`config.mk`:
```
export PLATFORM = sky130hd
export DESIGN_NAME = mult_accum
export DESIGN_NICKNAME = d
export VERILOG_FILES = /design/src/rtl/mult_accum_pkg.sv /design/src/rtl/mult_accum_mul.sv /design/src/rtl/mult_accum.sv
export SDC_FILE = /design/constraint.sdc
export NUM_CORES = 1
export LEC_CHECK = 0
export ABC_AREA = 1
export BUFFER_PORTS_ARGS = -buffer_cell sky130_fd_sc_hd__buf_2
export CAP_MARGIN = 20
export CORE_MARGIN = 4
export CORE_UTILIZATION = 45
export DETAILED_ROUTE_END_ITERATION = 8
export PLACE_DENSITY_LB_ADDON = 0.1
export SYNTH_ARGS = -nofsm -noshare
export SYNTH_HDL_FRONTEND = slang
export SYNTH_SLANG_ARGS = --single-unit
```
`constraint.sdc`:
```
create_clock -name clk -period 2 [get_ports clk]
set_clock_uncertainty 0.2 [all_clocks]
set_input_delay 0.2 -clock clk [delete_from_list [all_inputs] [get_ports clk]]
set_output_delay 0.2 -clock clk [all_outputs]
set_load 0.05 [all_outputs]
```
`src/rtl/mult_accum_pkg.sv`:
```
// mult_accum_pkg: shared types and widths for the multiply-accumulate block
package mult_accum_pkg;
    localparam int LEN_W = 4;
    localparam int OP_W  = 8;
    typedef enum logic [1:0] {IDLE, ACC, DONE} state_t;
endpackage

```
`src/rtl/mult_accum_mul.sv`:
```
// mult_accum_mul: combinational 8x8 multiplier stage
//   a, b : operands
//   prod : low OP_W bits of the product
//   ovf  : product does not fit in OP_W bits
module mult_accum_mul
    import mult_accum_pkg::*;
(
    input  logic [OP_W-1:0] a,
    input  logic [OP_W-1:0] b,
    output logic [OP_W-1:0] prod,
    output logic            ovf
);
    logic [2*OP_W-1:0] full;
    assign full = a * b;
    assign prod = full[OP_W-1:0];
    assign ovf  = |full[2*OP_W-1:OP_W];
endmodule

```
`src/rtl/mult_accum.sv`:
```
// mult_accum: saturating multiply-accumulate over a job of lenIn operand pairs
//   clk, rst_n            : clock, asynchronous active-low reset
//   startIn, lenIn        : job start (taken in IDLE) and pair count
//   aIn, bIn, inValid     : operand pair and its valid, accepted when inReady
//   inReady               : high while accumulating
//   accOut, errorOut      : live accumulator and sticky error
//   outValid, outReady    : result handshake in DONE
//   busy                  : high outside IDLE
module mult_accum
    import mult_accum_pkg::*;
#(
    parameter int ACC_W = 16
) (
    input  logic             clk,
    input  logic             rst_n,
    input  logic             startIn,
    input  logic [LEN_W-1:0] lenIn,
    input  logic [OP_W-1:0]  aIn,
    input  logic [OP_W-1:0]  bIn,
    input  logic             inValid,
    output logic             inReady,
    output logic [ACC_W-1:0] accOut,
    output logic             errorOut,
    output logic             outValid,
    input  logic             outReady,
    output logic             busy
);
    state_t           state;
    logic [LEN_W-1:0] count;
    logic [ACC_W-1:0] acc;
    logic             err;
    logic [OP_W-1:0]  prod;
    logic             ovf;
    logic [ACC_W:0]   sum;
    logic             sat;
    logic [ACC_W-1:0] acc_next;
    logic             accept;

    mult_accum_mul u_mul (
        .a    (aIn),
        .b    (bIn),
        .prod (prod),
        .ovf  (ovf)
    );

    // One extra bit catches the carry that signals saturation.
    assign sum      = {1'b0, acc} + {{(ACC_W+1-OP_W){1'b0}}, prod};
    assign sat      = sum[ACC_W];
    assign acc_next = sat ? '1 : sum[ACC_W-1:0];

    assign inReady  = (state == ACC);
    assign accept   = inValid & inReady;
    assign outValid = (state == DONE);
    assign busy     = (state != IDLE);
    assign accOut   = acc;
    assign errorOut = err;

    always_ff @(posedge clk or negedge rst_n) begin
        if (!rst_n) begin
            state <= IDLE;
            count <= '0;
            acc   <= '0;
            err   <= 1'b0;
        end else begin
            case (state)
                IDLE: if (startIn) begin
                    acc   <= '0;
                    err   <= 1'b0;
                    count <= lenIn;
                    state <= (lenIn == '0) ? DONE : ACC;
                end
                ACC: if (accept) begin
                    acc   <= acc_next;
                    err   <= err | ovf | sat;
                    count <= count - LEN_W'(1);
                    if (count == LEN_W'(1)) state <= DONE;
                end
                DONE: if (outReady) state <= IDLE;
                default: state <= IDLE;
            endcase
        end
    end
endmodule

```
==> impl_metrics.csv <==
group,metric,value,unit
sta,timing.final.crit_period,4100,ps
clock_network,cts-htree-levels,1,
synthesis,yosysTopAreaCellShare,18.3,%
final_layout,final_cell_mix,"nand2_1 (175), inv_1 (131), buf_4 (72), ha_1 (40), buf_2 (35)",
floorplanning,boundaryPins,45,
synthesis,synth_largest_area_cell,"fa_1",
final_layout,final_cells,816,
critical_path,path_cells,"buf_6 -> nand2_1 -> fa_1 -> inv_1 -> ha_1 -> inv_1 -> fa_1 -> fa_1 -> inv_2 -> ha_4 -> buf_4 -> xor2_1 -> ha_1 -> inv_2 -> o21bai_4 -> a21oi_2 -> nand2_2 -> a21oi_2 -> xor2_1 -> nand2_1 -> nand2_1 -> nand2_1",
critical_path,cp-end-kind,"register",
sta,rsz0062_at_grt,"yes",
final_layout,antenna_cells,0,
sta,drv_slew,0,
power_and_ir_drop,leakage,3.19,nW
critical_path,cp_slowest_stage_delay,520,ps
final_layout,fin_nets,817,
place,dpl.hpwl,8360,µm
drt,wire_per_inst,12.0,µm
global_route,grt_use_total,19.4,%
status,violations,"setup timing",
global_route,overflow,0,
status,status,"complete, but fails checks",
floorplanning,die_width,103,µm
floorplanning,die_height,103,µm
critical_path,crit_type,"in -> reg",
place,place_area,0.00493,mm²
clock_network,cts_tree,"yes",
final_layout,fill_cells,792,
critical_path,cp.required,1970,ps
place,portBuffers,44,
global_route,grt_max_degree,24,
critical_path,slowest_stage,"fa_1",
sta,setup_violations,17,
floorplanning,start_util,46.5,%
clock_network,root_buffer,"clkbuf_8",
critical_path,crit_family,"adder cells",
power_and_ir_drop,p_int,2.99,mW
synthesis,yosysWarnings,0,
drt,final_antenna_net_count,0,
global_route,grt_pass1_vias,3685,
power_and_ir_drop,switching_share,52.0,%
critical_path,cp_num_buf_inv,6,
drt,drc,0,
place,dp_cells,801,
place,place.gp.congestion,0.901,
synthesis,syn_area,0.00405,mm²
floorplanning,design.core.area,0.00872,mm²
clock_network,clock-sinks,23,
synthesis,synth_area_leaders,"fa_1 (18%), nand2_1 (18%), dfrtp_1 (14%), ha_1 (14%), inv_1 (13%)",
clock_network,insertion_delay,270,ps
power_and_ir_drop,p_sw,3.24,mW
global_route,grt_pass1_wl,16800,µm
power_and_ir_drop,vdd_drop_max,0.791,mV
power_and_ir_drop,seq_power_share,11.6,%
drt,vias,3814,
sta,slew_headroom,62.6,%
sta,finalHoldViolCount,0,
sta,finalCritPeriodShare,205,%
synthesis,syn_inst,602,
synthesis,synth_nets,710,
floorplanning,std_cell_rows,34,
synthesis,avgSynthCellArea,6.73,µm²
power_and_ir_drop,combPwrFrac,83.6,%
sta,hold_slack,17.3,ps
synthesis,ys_ff_latch,23,
final_layout,area_delta_synth_final,30.7,%
critical_path,critical_path.max_fanout,5,
drt,totalWireLength,9810,µm
final_layout,final_common_cell,"nand2_1",
drt,drt_iter0_markers,133,
synthesis,yosysSeqAreaShare,14.2,%
run,max_cap_viol_count,0,
clock_network,cts.clk_slew.worst_paths,90,ps
drt,via_per_inst,4.67,
drt,detailedRoute.firstPassIterationCount,4,
critical_path,crit_top_cell,"nand2_1",
critical_path,start_kind,"primary input",
final_layout,drive_gt1_share,27.1,%
sta,fin_ws,-2100,ps
global_route,antenna_found_initial,0,
clock_network,clockBufferDepth,2,
critical_path,arrival,4070,ps
clock_network,cts_buffers,3,
floorplanning,die-area,0.0106,mm²
worst_hold_path,hp-class,"in -> reg",
power_and_ir_drop,p_clk_share,4.9,%
sta,worstMarginPinSlew,561,ps
synthesis,ys_types,32,
sta,fmax,244,MHz
final_layout,final_area,0.00530,mm²
power_and_ir_drop,p_per_area,1180,mW/mm²
power groups by stage:
stage | registers [mW] | logic [mW] | clock network (mW)
after floorplan | 0.949 | 3.01 | 0
after global placement | 0.725 | 4.59 | 0
after detailed placement | 0.727 | 4.65 | 0
after CTS | 0.722 | 5.01 | 0.325
after global routing | 0.739 | 5.85 | 0.331
final | 0.721 | 5.21 | 0.304
path summary, 6_finish.rpt:
kind	from	depth (start not counted)	end	slack (ps)
setup / recovery	aIn[3]	22	accOut[11]	-2100
hold / removal	lenIn[2]	3	count[2]	20
setup reg to reg	accOut[0]	10	accOut[7]	-240
hold reg to reg	errorOut	2	errorOut	310
max in group asynchronous	rst_n	2	accOut[3]	980
min in group asynchronous	rst_n	2	count[2]	240
stage by stage:
step / setup TNS (ps) / total power [mW] / utilization (%) / setup slack [ps]
after floorplan: -36150 / 3.96 / - / -2200
after global placement: -41990 / 5.32 / 56.5 / -2530
after detailed placement: -43030 / 5.38 / 56.5 / -2600
after CTS: -35330 / 6.06 / 59.6 / -2120
after global routing: -36950 / 6.92 / 60.7 / -2230
final: -34570 / 6.23 / 60.7 / -2100
registers in the layout (all words and copies together) (netlist names):
| register | flops |
|---|---|
| accOut | 16 |
| count | 4 |
| errorOut | 1 |
| state | 2 |
tightest hold or removal path, cell delays in order:
cell	delay, ps
buf_2	100
nand2_1	60
a32oi_1	80
final cells by class:
type / count / area, µm² / area share, %
repair buffers: 121 / 881 / 16.6
clock inverters: 1 / 5.00 / 0.0945
well taps: 108 / 135 / 2.55
clock buffers: 3 / 41.3 / 0.780
inverters: 144 / 548 / 10.3
flip-flops and latches: 23 / 576 / 10.9
multi-input cells: 416 / 3110 / 58.7
synth_stat cells:
library cell	instances
a31oi_4	1
o221ai_1	1
o211ai_1	2
xor2_1	10
o21ai_0	22
nor4_1	1
nand3_1	29
buf_2	2
o31ai_1	2
xnor2_1	3
nor3_1	2
nand3b_1	1
buf_6	2
nand3_2	1
nor2_1	34
o22ai_4	1
inv_2	2
ha_1	46
nand2_1	194
a32oi_1	1
nand4_1	6
nor2_2	3
o21bai_1	3
nor2_4	2
a21oi_1	12
dfrtp_1	23
inv_1	141
clkbuf_1	15
nor4_2	1
inv_4	1
fa_1	37
or2_1	1
kinds of logic after synthesis:
group | synth area share, %
buffers and inverters | 15.6
xor gates and xnor gates | 2.81
adders and majority gates | 32.5
DFF | 14.2
and+or+nand+nor | 27.9
AOI/OAI and AO/OA | 6.95
metal layers:
| metal | wire length [µm] | part of all wire, % | vias to the layer above | global-route usage (%) |
|---|---|---|---|---|
| met1 | 4850 | 49 | 1723 | 29.3 |
| met3 | 363 | 3.7 | 10 | 1.62 |
| met2 | 4490 | 46 | 67 | 30.9 |
| met4 | 108 | 1.1 | 0 | 2.69 |
| li1 | - | - | 2014 | - |
| met5 | 0 | 0 | - | 0 |
what timing repair did:
action	in CTS	in global routing
endpoints found under the hold margin	23	0
setup endpoints to repair	17	17
buffers inserted	7	3
hold buffers	1	0
pin swaps	29	23
resized for setup	49	17
(Power assumes the default switching activity.)
